$ cat config.mk
export PLATFORM = sky130hd
export DESIGN_NAME = arb_onehot_dec
export DESIGN_NICKNAME = d
export VERILOG_FILES = /design/src/rtl/rr_sched_pkg.sv /design/src/rtl/arb_onehot_dec.sv
export SDC_FILE = /design/constraint.sdc
export NUM_CORES = 1
export LEC_CHECK = 0
export BUFFER_PORTS_ARGS = -buffer_cell sky130_fd_sc_hd__buf_2
export CORE_AREA = 5 5 42 44
export DETAILED_ROUTE_END_ITERATION = 6
export DIE_AREA = 0 0 47 49
export PLACE_DENSITY = 0.53
export SYNTH_ARGS = -nofsm -noshare
export SYNTH_HDL_FRONTEND = slang
export SYNTH_SLANG_ARGS = --single-unit
$ cat constraint.sdc
create_clock -name vclk -period 0.98
set_input_delay 0.049 -clock vclk [all_inputs]
set_output_delay 0.049 -clock vclk [all_outputs]
set_load 0.02 [all_outputs]
$ cat src/rtl/rr_sched_pkg.sv
// Shared constants, FSM state type and rotating-priority search for the
// round-robin grant scheduler and its select-bus decoder.
package rr_sched_pkg;

  localparam int N_REQ = 16;
  localparam int IDX_W = 4;

  typedef enum logic {
    IDLE  = 1'b0,
    GRANT = 1'b1
  } state_t;

  // First set bit of req scanning ptr+1, ptr+2, ... modulo N_REQ; ptr itself is last.
  function automatic logic [IDX_W-1:0] rr_find(input logic [N_REQ-1:0] req,
                                                input logic [IDX_W-1:0] ptr);
    logic [IDX_W-1:0] idx;
    logic [IDX_W-1:0] win;
    logic             found;
    win   = '0;
    found = 1'b0;
    for (int k = 1; k <= N_REQ; k++) begin
      idx = ptr + IDX_W'(k);
      if (!found && req[idx]) begin
        win   = idx;
        found = 1'b1;
      end
    end
    return win;
  endfunction

endpackage

$ cat src/rtl/arb_onehot_dec.sv
// Index-to-one-hot decode (1 << idx) shared by the select-bus users.
module arb_onehot_dec
  import rr_sched_pkg::*;
(
  input  logic [IDX_W-1:0] idx,
  output logic [N_REQ-1:0] onehot
);

  genvar gi;
  generate
    for (gi = 0; gi < N_REQ; gi++) begin : g_dec
      assign onehot[gi] = (idx == IDX_W'(gi));
    end
  endgenerate

endmodule

==> results.json <==
{
  "die_y_microns": 49,
  "post-cts-setup-buffers": 0,
  "grt_antenna_before_repair": 0,
  "seq_area_sq_um": 0,
  "final.period_utilization_pct": 79.9,
  "n_clock_buffer": 0,
  "stdcell_count": 52,
  "syn_to_final_growth_pct": 39.8,
  "synth_common_cells": "and4bb_2, and4b_1, buf_4, nor4b_2",
  "ys_seq_area_share_pct": 0,
  "synth_top_area_cell": "and4bb_2",
  "grt_overflow": 0,
  "clock.fmax_ghz": 1.28,
  "remaining_drc_errors": 0,
  "synth_area_per_cell_sq_um": 11.3,
  "path_cells": "buf_2, nor4b_2, buf_2",
  "critPathTopFamily": "buffers and inverters",
  "top_usage_layer": "met1",
  "ys_types": 6,
  "drv_slew": 0,
  "worstMarginPinSlew_ns": 0.265,
  "dp_hpwl_microns": 439,
  "core-area_sq_um": 1400,
  "nets": 42,
  "grt.total_usage_pct": 4.70,
  "grt_pass1_wl_microns": 869,
  "path_class": "primary input to primary output",
  "yosys_warnings": 0,
  "dp.cells": 52,
  "finalCriticalPeriod_ns": 0.783,
  "pwr-share-seq_pct": 0,
  "synth_area_leaders": "and4bb_2, nor4b_2, and4b_1, buf_4, nor4_2",
  "io_buffer_count": 20,
  "fin_hold_ws_ns": 0.557,
  "p_sw_mw": 0.0664,
  "cts-hold-fix-buffers": 0,
  "max_stage_delay_ns": 0.25,
  "routed-via-count": 244,
  "start_kind": "primary input",
  "use_met3_pct": 0.738,
  "avgRoutedWirePerCell_microns": 12.2,
  "yosysTopAreaCellShare_pct": 33.1,
  "std_cell_rows": 14,
  "max-cap-violations": 0,
  "p_per_area_nw_per_um2": 335,
  "crit_buf_inv": 2,
  "antenna_cells": 0,
  "critPathSlowestCell": "buf_2",
  "routed_wl_microns": 633,
  "cp_common_cell": "buf_2",
  "hp-start": "idx[3]",
  "initial_core_util_pct": 16.2,
  "leakagePower_nw": 0.163,
  "die_w_microns": 47,
  "postCtsResizedCells": 0,
  "tns_ns": 0,
  "p_int_mw": 0.0395,
  "power_frac_clock_pct": 0,
  "min_to": "onehot[0]",
  "setup_viol": 0,
  "place.gp.congestion": 0.618,
  "peakVddDrop_uv": 141,
  "final_hold_viol_count": 0,
  "antenna_left": 0,
  "synth_cells": 20,
  "end_kind": "primary output",
  "grt_use_met2_pct": 5.66,
  "hp-class": "primary input to primary output",
  "seq_cell_count": 0,
  "cp.arrival_ns": 0.73,
  "cp_max_fo": 16,
  "holdPathStages": 3,
  "drive_gt1_share_pct": 86.1,
  "io-pin-count": 20,
  "vias_per_cell": 4.69,
  "syn-cell-area_sq_um": 226,
  "drt-initial-drc-count": 5,
  "grt_use_met1_pct": 8.70,
  "first_global_vias": 177,
  "power_mw": 0.106,
  "rsz0062_at_grt": "false",
  "status": "complete, no violations",
  "cp.required_ns": 0.93,
  "grt_max_degree": 17,
  "dieArea_sq_um": 2300,
  "max_slew_margin_pct": 82.3,
  "syn-num-nets": 24,
  "drtPass1Iterations": 2,
  "swShare_pct": 62.7,
  "yosysMostFrequentCell": "and4bb_2",
  "combPwrFrac_pct": 100.0
}
## routing by layer
| metal | part of all wire [%] | routed length, microns |
|---|---|---|
| met1 | 51 | 325 |
| met2 | 33 | 211 |
| met3 | 15 | 96 |
| met4 | 0 | 0 |
| met5 | 0 | 0 |
## final cells by class
class	count	area (sq um)
fill	163	1080
tap	16	20.0
multi-input combinational	16	196
timing repair buffer	20	100
## how the worst max path moves through the flow
stage,slack (ns),startpoint,endpoint,cells past startpoint
after detailed placement,0.20,idx[0],onehot[1],3
after global placement,0.21,idx[0],onehot[2],3
after CTS,0.20,idx[1],onehot[2],3
final,0.20,idx[0],onehot[1],3
after floorplan,0.22,idx[1],onehot[1],2
after global routing,0.12,idx[2],onehot[4],3
## cells by family (layout without fill, tap and decap cells)
kind of cell	Yosys count	in the layout	share of synthesized area (%)
and+or+nand+nor	16	16	86.7
buffers and inverters	4	20	13.3
## power groups by stage
| stage | logic, mW | clock network, mW | registers, mW |
|---|---|---|---|
| after floorplan | 0.0793 | 0 | 0 |
| after global placement | 0.105 | 0 | 0 |
| after detailed placement | 0.106 | 0 | 0 |
| after CTS | 0.107 | 0 | 0 |
| after global routing | 0.115 | 0 | 0 |
| final | 0.106 | 0 | 0 |
## placed cells by master (no fill, tap or decap)
master and count:
buf_2 20, and4bb_2 6, and4_1 1, nor4_2 1, and4b_1 4, nor4b_2 4
## stage by stage
stage                     area, sq um  worst slack (ns)  util [%]
final                             317             0.197      22.6
after CTS                         317             0.202      22.6
after floorplan                   226             0.218         -
after global placement            317             0.212      22.6
after global routing              317             0.119      22.6
after detailed placement          317             0.205      22.6
No activity file was read; power rests on OpenSTA's default activity.
